File: config.mk
export PLATFORM = sky130hd
export DESIGN_NAME = mem_req_issue_flat
export DESIGN_NICKNAME = d
export VERILOG_FILES = /design/src/rtl/mem_req_issue_if.sv /design/src/rtl/mem_req_issue.sv /design/src/flat_wrapper.sv
export SDC_FILE = /design/constraint.sdc
export NUM_CORES = 1
export LEC_CHECK = 0
export BUFFER_PORTS_ARGS = -buffer_cell sky130_fd_sc_hd__buf_4
export CORE_ASPECT_RATIO = 0.6
export CORE_MARGIN = 8
export CORE_UTILIZATION = 50
export CTS_BUF_LIST = sky130_fd_sc_hd__clkbuf_8 sky130_fd_sc_hd__clkbuf_16
export DETAILED_ROUTE_END_ITERATION = 8
export PLACE_DENSITY = 0.81
export SLEW_MARGIN = 25
export SYNTH_ARGS = -nofsm -noshare
export SYNTH_HDL_FRONTEND = slang
export SYNTH_SLANG_ARGS = --single-unit
File: constraint.sdc
create_clock -name clk -period 4.3 [get_ports clk]
set_input_delay 0.215 -clock clk [delete_from_list [all_inputs] [get_ports clk]]
set_output_delay 0.215 -clock clk [all_outputs]
set_load 0.01 [all_outputs]
File: src/rtl/mem_req_issue_if.sv
// Interface bundling the EX-side request, MEM-side response and SRAM-like data bus
// of the data memory request issuer.
interface mem_req_issue_if;
  logic        in_valid;
  logic        in_we;
  logic [1:0]  in_size;
  logic        in_uns;
  logic [31:0] in_paddr;
  logic [31:0] in_wdata;
  logic        in_ex;
  logic        flush;
  logic        in_ready;
  logic        ale;
  logic        busy;
  logic        resp_valid;
  logic [31:0] resp_rdata;
  logic        resp_ready;
  logic        data_sram_req;
  logic        data_sram_wr;
  logic [1:0]  data_sram_size;
  logic [3:0]  data_sram_wstrb;
  logic [31:0] data_sram_addr;
  logic [31:0] data_sram_wdata;
  logic        data_sram_addr_ok;
  logic        data_sram_data_ok;
  logic [31:0] data_sram_rdata;

  // Environment side: pipeline stages and the memory bus
  modport master (
    output in_valid, in_we, in_size, in_uns, in_paddr, in_wdata, in_ex, flush,
    output resp_ready, data_sram_addr_ok, data_sram_data_ok, data_sram_rdata,
    input  in_ready, ale, busy, resp_valid, resp_rdata,
    input  data_sram_req, data_sram_wr, data_sram_size, data_sram_wstrb,
    input  data_sram_addr, data_sram_wdata
  );

  modport slave (
    input  in_valid, in_we, in_size, in_uns, in_paddr, in_wdata, in_ex, flush,
    input  resp_ready, data_sram_addr_ok, data_sram_data_ok, data_sram_rdata,
    output in_ready, ale, busy, resp_valid, resp_rdata,
    output data_sram_req, data_sram_wr, data_sram_size, data_sram_wstrb,
    output data_sram_addr, data_sram_wdata
  );
endinterface

File: src/rtl/mem_req_issue.sv
// Data-side memory request issuer: alignment check, strobe/write-data generation,
// single-outstanding SRAM-like bus transaction and aligned/extended load return.
module mem_req_issue #(
  parameter bit ALE_EN = 1'b1
) (
  input  logic           clk,
  input  logic           reset,
  mem_req_issue_if.slave io
);

  typedef enum logic [2:0] {
    S_IDLE  = 3'd0,
    S_REQ   = 3'd1,
    S_WAIT  = 3'd2,
    S_RESP  = 3'd3,
    S_DRAIN = 3'd4
  } state_e;

  state_e      state_q, state_d;
  logic        cancel_q, cancel_d;
  logic        uns_q, uns_d;
  logic        req_q, req_d;
  logic        wr_q, wr_d;
  logic [1:0]  size_q, size_d;
  logic [3:0]  wstrb_q, wstrb_d;
  logic [31:0] addr_q, addr_d;
  logic [31:0] wdata_q, wdata_d;
  logic        resp_valid_q, resp_valid_d;
  logic [31:0] resp_rdata_q, resp_rdata_d;
  logic        misaligned_s;
  logic        ale_s;
  logic        in_ready_s;

  function automatic logic [3:0] gen_wstrb(input logic [1:0] size, input logic [1:0] off);
    case (size)
      2'd0:    gen_wstrb = 4'b0001 << off;
      2'd1:    gen_wstrb = 4'b0011 << {off[1], 1'b0};
      default: gen_wstrb = 4'b1111;
    endcase
  endfunction

  function automatic logic [31:0] gen_wdata(input logic [1:0] size, input logic [31:0] wdata);
    case (size)
      2'd0:    gen_wdata = {4{wdata[7:0]}};
      2'd1:    gen_wdata = {2{wdata[15:0]}};
      default: gen_wdata = wdata;
    endcase
  endfunction

  function automatic logic [31:0] load_align(input logic [31:0] rdata, input logic [1:0] off,
                                             input logic [1:0] size, input logic uns);
    logic [31:0] sh;
    sh = rdata >> {off, 3'b000};
    case (size)
      2'd0:    load_align = uns ? {24'd0, sh[7:0]} : {{24{sh[7]}}, sh[7:0]};
      2'd1:    load_align = uns ? {16'd0, sh[15:0]} : {{16{sh[15]}}, sh[15:0]};
      default: load_align = rdata;
    endcase
  endfunction

  assign misaligned_s = ((io.in_size == 2'd1) && io.in_paddr[0]) ||
                        (io.in_size[1] && (io.in_paddr[1:0] != 2'b00));
  assign ale_s = ALE_EN && io.in_valid && !io.in_ex && misaligned_s &&
                 (state_q == S_IDLE) && !io.flush;

  // Next-state, latched request fields and response capture
  always_comb begin
    state_d      = state_q;
    cancel_d     = cancel_q;
    uns_d        = uns_q;
    req_d        = req_q;
    wr_d         = wr_q;
    size_d       = size_q;
    wstrb_d      = wstrb_q;
    addr_d       = addr_q;
    wdata_d      = wdata_q;
    resp_valid_d = resp_valid_q;
    resp_rdata_d = resp_rdata_q;
    in_ready_s   = 1'b0;
    case (state_q)
      S_IDLE: begin
        if (io.flush) begin
          in_ready_s = 1'b0;
        end else if (io.in_valid && (io.in_ex || ale_s)) begin
          in_ready_s = 1'b1;
        end else if (io.in_valid) begin
          req_d    = 1'b1;
          wr_d     = io.in_we;
          size_d   = io.in_size[1] ? 2'd2 : io.in_size;
          wstrb_d  = io.in_we ? gen_wstrb(io.in_size, io.in_paddr[1:0]) : 4'b0000;
          addr_d   = io.in_paddr;
          wdata_d  = io.in_we ? gen_wdata(io.in_size, io.in_wdata) : 32'd0;
          uns_d    = io.in_uns;
          cancel_d = 1'b0;
          state_d  = S_REQ;
        end else begin
          state_d = S_IDLE;
        end
      end
      S_REQ: begin
        in_ready_s = io.data_sram_addr_ok;
        if (io.data_sram_addr_ok) begin
          // The request cannot be withdrawn, so a flush only redirects the reply
          req_d    = 1'b0;
          state_d  = (cancel_q || io.flush) ? S_DRAIN : S_WAIT;
          cancel_d = 1'b0;
        end else begin
          cancel_d = cancel_q || io.flush;
        end
      end
      S_WAIT: begin
        if (io.flush) begin
          state_d = io.data_sram_data_ok ? S_IDLE : S_DRAIN;
        end else if (io.data_sram_data_ok) begin
          resp_valid_d = 1'b1;
          resp_rdata_d = wr_q ? 32'd0 : load_align(io.data_sram_rdata, addr_q[1:0], size_q, uns_q);
          state_d      = S_RESP;
        end else begin
          state_d = S_WAIT;
        end
      end
      S_RESP: begin
        if (io.flush || io.resp_ready) begin
          resp_valid_d = 1'b0;
          state_d      = S_IDLE;
        end else begin
          state_d = S_RESP;
        end
      end
      S_DRAIN: begin
        if (io.data_sram_data_ok) begin
          state_d = S_IDLE;
        end else begin
          state_d = S_DRAIN;
        end
      end
      default: begin
        state_d      = S_IDLE;
        req_d        = 1'b0;
        resp_valid_d = 1'b0;
      end
    endcase
  end

  // State and registered bus/response outputs
  always_ff @(posedge clk or posedge reset) begin
    if (reset) begin
      state_q      <= S_IDLE;
      cancel_q     <= 1'b0;
      uns_q        <= 1'b0;
      req_q        <= 1'b0;
      wr_q         <= 1'b0;
      size_q       <= 2'd0;
      wstrb_q      <= 4'd0;
      addr_q       <= 32'd0;
      wdata_q      <= 32'd0;
      resp_valid_q <= 1'b0;
      resp_rdata_q <= 32'd0;
    end else begin
      state_q      <= state_d;
      cancel_q     <= cancel_d;
      uns_q        <= uns_d;
      req_q        <= req_d;
      wr_q         <= wr_d;
      size_q       <= size_d;
      wstrb_q      <= wstrb_d;
      addr_q       <= addr_d;
      wdata_q      <= wdata_d;
      resp_valid_q <= resp_valid_d;
      resp_rdata_q <= resp_rdata_d;
    end
  end

  assign io.in_ready        = in_ready_s;
  assign io.ale             = ale_s;
  assign io.busy            = (state_q != S_IDLE);
  assign io.resp_valid      = resp_valid_q;
  assign io.resp_rdata      = resp_rdata_q;
  assign io.data_sram_req   = req_q;
  assign io.data_sram_wr    = wr_q;
  assign io.data_sram_size  = size_q;
  assign io.data_sram_wstrb = wstrb_q;
  assign io.data_sram_addr  = addr_q;
  assign io.data_sram_wdata = wdata_q;

endmodule
File: src/flat_wrapper.sv
// flat-port wrapper written by rule: the top's interface ports become plain ports
module mem_req_issue_flat 
#(
  parameter bit ALE_EN = 1'b1
)
  (clk, reset, io_in_valid, io_in_we, io_in_size, io_in_uns, io_in_paddr, io_in_wdata, io_in_ex, io_flush, io_resp_ready, io_data_sram_addr_ok, io_data_sram_data_ok, io_data_sram_rdata, io_in_ready, io_ale, io_busy, io_resp_valid, io_resp_rdata, io_data_sram_req, io_data_sram_wr, io_data_sram_size, io_data_sram_wstrb, io_data_sram_addr, io_data_sram_wdata);
  mem_req_issue_if io_i ();
  input  logic clk;
  input  logic reset;
  input wire logic [$bits(io_i.in_valid)-1:0] io_in_valid;
  input wire logic [$bits(io_i.in_we)-1:0] io_in_we;
  input wire logic [$bits(io_i.in_size)-1:0] io_in_size;
  input wire logic [$bits(io_i.in_uns)-1:0] io_in_uns;
  input wire logic [$bits(io_i.in_paddr)-1:0] io_in_paddr;
  input wire logic [$bits(io_i.in_wdata)-1:0] io_in_wdata;
  input wire logic [$bits(io_i.in_ex)-1:0] io_in_ex;
  input wire logic [$bits(io_i.flush)-1:0] io_flush;
  input wire logic [$bits(io_i.resp_ready)-1:0] io_resp_ready;
  input wire logic [$bits(io_i.data_sram_addr_ok)-1:0] io_data_sram_addr_ok;
  input wire logic [$bits(io_i.data_sram_data_ok)-1:0] io_data_sram_data_ok;
  input wire logic [$bits(io_i.data_sram_rdata)-1:0] io_data_sram_rdata;
  output wire logic [$bits(io_i.in_ready)-1:0] io_in_ready;
  output wire logic [$bits(io_i.ale)-1:0] io_ale;
  output wire logic [$bits(io_i.busy)-1:0] io_busy;
  output wire logic [$bits(io_i.resp_valid)-1:0] io_resp_valid;
  output wire logic [$bits(io_i.resp_rdata)-1:0] io_resp_rdata;
  output wire logic [$bits(io_i.data_sram_req)-1:0] io_data_sram_req;
  output wire logic [$bits(io_i.data_sram_wr)-1:0] io_data_sram_wr;
  output wire logic [$bits(io_i.data_sram_size)-1:0] io_data_sram_size;
  output wire logic [$bits(io_i.data_sram_wstrb)-1:0] io_data_sram_wstrb;
  output wire logic [$bits(io_i.data_sram_addr)-1:0] io_data_sram_addr;
  output wire logic [$bits(io_i.data_sram_wdata)-1:0] io_data_sram_wdata;
  assign io_i.in_valid = io_in_valid;
  assign io_i.in_we = io_in_we;
  assign io_i.in_size = io_in_size;
  assign io_i.in_uns = io_in_uns;
  assign io_i.in_paddr = io_in_paddr;
  assign io_i.in_wdata = io_in_wdata;
  assign io_i.in_ex = io_in_ex;
  assign io_i.flush = io_flush;
  assign io_i.resp_ready = io_resp_ready;
  assign io_i.data_sram_addr_ok = io_data_sram_addr_ok;
  assign io_i.data_sram_data_ok = io_data_sram_data_ok;
  assign io_i.data_sram_rdata = io_data_sram_rdata;
  assign io_in_ready = io_i.in_ready;
  assign io_ale = io_i.ale;
  assign io_busy = io_i.busy;
  assign io_resp_valid = io_i.resp_valid;
  assign io_resp_rdata = io_i.resp_rdata;
  assign io_data_sram_req = io_i.data_sram_req;
  assign io_data_sram_wr = io_i.data_sram_wr;
  assign io_data_sram_size = io_i.data_sram_size;
  assign io_data_sram_wstrb = io_i.data_sram_wstrb;
  assign io_data_sram_addr = io_i.data_sram_addr;
  assign io_data_sram_wdata = io_i.data_sram_wdata;
  mem_req_issue #(.ALE_EN(ALE_EN)) u_core (.clk(clk), .reset(reset), .io(io_i));
endmodule
==> impl_metrics.toml, run 1 <==
[final_layout]
area_delta_synth_final_pct = 34.2
multi_input_area_um2 = 2660
final_util_pct = 68.3
fin_cells = 856
final_cell_mix = "buf_4 (218), dfrtp_1 (110), nand2_1 (58), mux2_4 (50), mux2i_1 (41)"
final_common_cell = "buf_4"
antenna_cells = 0
regArea_um2 = 2750
fin_nets = 815
drive_gt1_share_pct = 42.3
final_area_um2 = 7640
fill_cells = 843

[yosys]
syn_nets = 621
async_reset_ff_share_pct = 100
synth.avg_cell_area_um2 = 11.1
synth_flop_cell = "dfrtp_1"
yosys_register_bits = 110
ys_types = 46
synth_simple_gate_area_share_pct = 12.4
synth_top_family_by_area = "multiplexers"
synth_compound_area_share_pct = 12.4
muxShareOfSynthArea_pct = 21.8
synth_fa_ha_area_share_pct = 0
synth_xor_area_share_pct = 0
synth_area_um2 = 5700
syn_inst = 513
synth-edff-count = 0
synth_warnings = 0
ys_seq_area_share_pct = 48.3

[routing]
dr_total_vias = 4790
drt_iter0_markers = 300
via_per_inst = 5.60
drt_first_pass_iters = 5
drc_errors = 0
ant_nets = 0
wl_per_cell_um = 20.3
postRouteWirelength_um = 17400

[cts]
cts.repair.resized = 0
cts.sinks = 110
clockRootBuffer = "clkbuf_16"
cts_tree = "built"
cts_hold_buf = 0
post_cts_buffers = 0
clk_pin_slew_ns = 0.07
htreeDepth = 3
cts_buffers = 9
insertion_delay_ns = 0.34
clockBufferDepth = 2

[setup_path]
ff2ff_path_depth = 6
crit_path_start_kind = "flip-flop"
critical_path_required_ns = 4.52
worst_path_max_delay_cell = "dfrtp_1"
worstSetupEndpointType = "flip-flop"
worstReg2RegEnd = "u_core.io.data_sram_addr[11]$_DFFE_PP0P_"
crit_arrival_ns = 2.84
critPathKind = "flip-flop to flip-flop"
r2r_start = "u_core.state_q[0]$_DFFE_PP0P_"
path_cells = "nor3_4 -> nand3b_1 -> or3_4 -> buf_16 -> buf_4 -> mux2_4"
rrSetupSlack_ns = 1.68
cpPeakStageDelay_ns = 0.55
worst-path-max-fanout = 39

[global_routing]
grt-ovfl-total = 0
antenna_found_initial = 0
grt_pass1_wl_um = 27100
grt_pass1_vias = 4793
grt_usage_pct = 22.2
grt_max_degree = 83

[sta]
worst_slack_ns = 1.68
min_period_over_period_pct = 60.9
hold_viol_final = 0
drv_slew = 0
rsz0062_at_grt = "no"
setup_tns_ns = 0
relSlewSlack_pct = 45.8
max_slew.worst_pin.slew_ns = 0.813
max_freq_ghz = 0.382
hold_ws_ns = 0.00194
setup_viol = 0
skew_ns = 0.00914
fin_crit_ns = 2.62

[pwr]
seqPwrFrac_pct = 39.5
power.leakage_nw = 4.09
p_comb_share_pct = 44.4
power_frac_clock_pct = 16.1
swShare_pct = 35.6
power_density_nw_per_um2 = 633
ir_worst_vdd_uv = 301
switching_power_mw = 1.72
p_int_mw = 3.12
power.total_mw = 4.84

[floorplan]
start_util_pct = 50.9
io_pins = 216
core_um2 = 11200
dieArea_um2 = 15200
die_x_um = 154
rows = 30
dieHeight_um = 98.7

[place]
dp.final_hpwl_um = 13100
dp_cells = 839
dp_slack_ns = 1.63
io_buffers = 215
post_dp_cell_area_um2 = 7330
gp_congestion = 0.918

[flow_run]
cap_violations = 0

[run_status]
status = "finished clean"

[worst_hold_path]
min_path_type = "input pin to asynchronous set/reset pin"
-- cell usage after synthesis, types with 4 or more instances --
library cell | number | area, um2
mux2_4 | 50 | 751
inv_1 | 28 | 105
a31oi_1 | 4 | 25.0
or3_1 | 4 | 25.0
nand2b_1 | 9 | 56.3
a221o_1 | 17 | 170
and2_1 | 7 | 43.8
nand3_1 | 10 | 50.1
mux2_2 | 7 | 78.8
a21boi_0 | 10 | 75.1
dfrtp_1 | 110 | 2750
o21ai_0 | 26 | 130
clkbuf_1 | 20 | 75.1
a22oi_1 | 9 | 67.6
a21oi_1 | 15 | 75.1
nor2b_1 | 17 | 106
o211ai_1 | 7 | 52.6
nor2_1 | 17 | 63.8
mux2i_1 | 41 | 410
buf_6 | 5 | 56.3
nand2_1 | 58 | 218
buf_2 | 7 | 35.0
-- worst max path at each step --
stage,from,endpoint,cells past startpoint
5_1_grt,u_core.state_q[0]$_DFFE_PP0P_,u_core.io.data_sram_addr[11]$_DFFE_PP0P_,6
2_1_floorplan,reset,u_core.cancel_q$_DFFE_PP0P_,1
4_1_cts,u_core.state_q[0]$_DFFE_PP0P_,u_core.io.data_sram_addr[11]$_DFFE_PP0P_,5
3_3_place_gp,io_in_size[1],u_core.io.data_sram_addr[13]$_DFFE_PP0P_,6
3_5_place_dp,io_in_size[1],u_core.io.data_sram_addr[11]$_DFFE_PP0P_,6
6_report,u_core.state_q[0]$_DFFE_PP0P_,u_core.io.data_sram_addr[11]$_DFFE_PP0P_,6
-- sequential cells by signal, summed over array words and instances (netlist names) --
| register | count |
|---|---|
| u_core.uns_q | 1 |
| u_core.io.data_sram_wr | 1 |
| u_core.io.data_sram_size | 2 |
| u_core.io.data_sram_wdata | 32 |
| u_core.cancel_q | 1 |
| u_core.io.data_sram_addr | 32 |
| u_core.io.resp_valid | 1 |
| u_core.io.data_sram_wstrb | 4 |
| u_core.io.resp_rdata | 32 |
| u_core.io.data_sram_req | 1 |
| u_core.state_q | 3 |
-- power by group through the flow --
stage	logic (mW)	clock network, mW	registers [mW]
2_1_floorplan	0.981	0	1.98
6_report	2.15	0.778	1.91
3_3_place_gp	2.09	0	1.90
5_1_grt	2.31	0.841	1.97
3_5_place_dp	2.15	0	1.91
4_1_cts	2.16	0.800	1.90
-- kinds of logic (layout without fill, tap and decap cells) --
kind of cell | after synthesis | count (layout)
AND/OR/NAND/NOR | 140 | 140
flip-flops | 110 | 110
AO/OA/AOI/OAI | 101 | 101
multiplexers | 98 | 98
buffers and inverters | 64 | 263
-- worst max-delay path: cells and delay by family (launching register included) --
| family | cells | cell delay, ns |
|---|---|---|
| AND/OR/NAND/NOR | 3 | 1.03 |
| flip-flops | 1 | 0.55 |
| buffers and inverters | 2 | 0.54 |
| multiplexers | 1 | 0.32 |
-- cell type report --
| class | count | area share, % |
|---|---|---|
| tap | 144 | 2.36 |
| timing repair buffer | 219 | 21.8 |
| inverter | 28 | 1.44 |
| multi-input combinational | 339 | 34.8 |
| clock buffer | 9 | 2.95 |
| sequential | 110 | 36.0 |
| clock inverter | 7 | 0.638 |
-- metal layers --
metal	routed length, um	part of all wire, %	vias to the layer above	global-route usage (%)
met5	0	0	-	0
met4	187	1.1	0	5.02
met3	1590	9.2	15	8.26
met2	7700	44	236	32.7
met1	7920	46	2348	30.3
li1	-	-	2191	-
Power figures use the tool's default switching activity.
==> run 2: changes to the inputs <==
- CORE_UTILIZATION: 50 -> 45
- PLACE_DENSITY: 0.81 -> 0.77
- clock period: 4.3 -> 2.3 ns (I/O delays scaled with it)
==> run 2 against run 1 <==
Design area up 4.3%; sequential share of layout area down 1.5 points; global-route usage down 1.4 points; critical path type unchanged; critical endpoint is now u_core.io.data_sram_addr[26]$_DFFE_PP0P_; largest power group unchanged.
==> impl_metrics.toml, run 2 (synthesis results as in run 1) <==
[run_status]
status = "finished clean"

[floorplan]
core_um2 = 12200
dieArea_um2 = 16600
dieHeight_um = 103
io_pins = 216
rows = 31
die_x_um = 161
start_util_pct = 46.6

[global_routing]
grt-ovfl-total = 0
grt_usage_pct = 20.7
grt_pass1_vias = 5005
grt_pass1_wl_um = 27600
grt_max_degree = 48
antenna_found_initial = 0

[pwr]
ir_worst_vdd_uv = 527
power_density_nw_per_um2 = 1140
power.leakage_nw = 4.22

[final_layout]
antenna_cells = 0
area_delta_synth_final_pct = 39.9
fin_nets = 844
drive_gt1_share_pct = 41.8
final_common_cell = "buf_4"
final_cell_mix = "buf_4 (225), dfrtp_1 (110), nand2_1 (58), mux2_4 (50), mux2i_1 (41)"
final_area_um2 = 7970

[sta]
min_period_over_period_pct = 91.2
fin_crit_ns = 2.10
drv_slew = 0
relSlewSlack_pct = 50.8
hold_viol_final = 0
hold_ws_ns = 0.0146
skew_ns = 0.00800
max_freq_ghz = 0.477
rsz0062_at_grt = "no"
setup_tns_ns = 0
max_slew.worst_pin.slew_ns = 0.735
setup_viol = 0

[cts]
post_cts_buffers = 0
clockRootBuffer = "clkbuf_16"
insertion_delay_ns = 0.34
cts.sinks = 110
clk_pin_slew_ns = 0.07
clockBufferDepth = 2
cts_buffers = 9
htreeDepth = 3
cts_tree = "built"

[setup_path]
worstSetupEndpointType = "flip-flop"
crit_path_start_kind = "flip-flop"
worst-path-max-fanout = 47
critical_path_required_ns = 2.52
critPathKind = "flip-flop to flip-flop"
worst_path_max_delay_cell = "dfrtp_1"
crit_arrival_ns = 2.32
path_cells = "nor3_4 -> nand3b_1 -> or3_4 -> buf_12 -> mux2_4"
cpPeakStageDelay_ns = 0.50

[place]
dp.final_hpwl_um = 13300
io_buffers = 215
post_dp_cell_area_um2 = 7490
gp_congestion = 0.903

[flow_run]
cap_violations = 0

[routing]
drt_first_pass_iters = 5
ant_nets = 0
wl_per_cell_um = 19.4
dr_total_vias = 4830
via_per_inst = 5.33
postRouteWirelength_um = 17600
drt_iter0_markers = 371
drc_errors = 0

[worst_hold_path]
min_path_type = "input pin to flip-flop"
==> run 2: layout make-up <==
cell class                 count  area, um2
clock buffer                  10        239
clock inverter                 6       40.0
fill                         948       4250
inverter                      28        109
multi-input combinational    339       2660
sequential                   110       2750
tap                          165        206
timing repair buffer         248       1960
==> run 2: repair_timing <==
| action | CTS | global route |
|---|---|---|
| resized for setup | 0 | 0 |
| hold buffers | 19 | 0 |
| endpoints found under the hold margin | 46 | 0 |
==> run 2: where the power goes <==
group	switching, mW	total (mW)	leakage, nW	internal, mW
Clock	0.689	1.45	0.137	0.761
Sequential	0.618	3.41	1.41	2.80
Combinational	1.88	4.25	2.68	2.37
Total	3.19	9.12	4.22	5.93
==> run 2: per-stage QoR <==
| step | power [mW] | instances | util [%] | setup slack [ns] |
|---|---|---|---|---|
| floorplan | 5.53 | 513 | - | 0.441 |
| global placement | 7.54 | 871 | 61.3 | 0.313 |
| detailed placement | 7.67 | 871 | 61.3 | 0.216 |
| CTS | 9.18 | 906 | 65.2 | 0.153 |
| global route | 9.70 | 906 | 65.2 | 0.0898 |
| finish | 9.12 | 906 | 65.2 | 0.202 |
==> run 2: final timing paths <==
| path | startpoint | to | slack, ns | cells after the start |
|---|---|---|---|---|
| setup / recovery | u_core.state_q[0]$_DFFE_PP0P_ | u_core.io.data_sram_addr[26]$_DFFE_PP0P_ | 0.20 | 5 |
| max in group asynchronous | reset | u_core.io.resp_rdata[20]$_DFFE_PP0P_ | 1.18 | 4 |
| min in group asynchronous | reset | u_core.io.resp_rdata[3]$_DFFE_PP0P_ | 0.44 | 3 |
| hold / removal | io_in_paddr[20] | u_core.io.data_sram_addr[20]$_DFFE_PP0P_ | 0.01 | 2 |
| setup reg to reg | u_core.state_q[0]$_DFFE_PP0P_ | u_core.io.data_sram_addr[26]$_DFFE_PP0P_ | 0.20 | 5 |
| hold reg to reg | u_core.io.resp_rdata[4]$_DFFE_PP0P_ | u_core.io.resp_rdata[4]$_DFFE_PP0P_ | 0.50 | 2 |
==> run 2: critical path, delay by kind of cell (launching register included) <==
kind                   cells  cell delay [ns]
buffers and inverters      1             0.22
flip-flops                 1             0.50
multiplexers               1             0.34
AND/OR/NAND/NOR            3             0.87
==> run 2: routing by layer <==
layer | track usage [%] | up-vias | wire, um
met5 | 0 | - | 0
met4 | 4.53 | 0 | 211
met3 | 7.97 | 17 | 1710
met2 | 30.8 | 242 | 7610
met1 | 28.2 | 2333 | 8040
li1 | - | 2238 | -
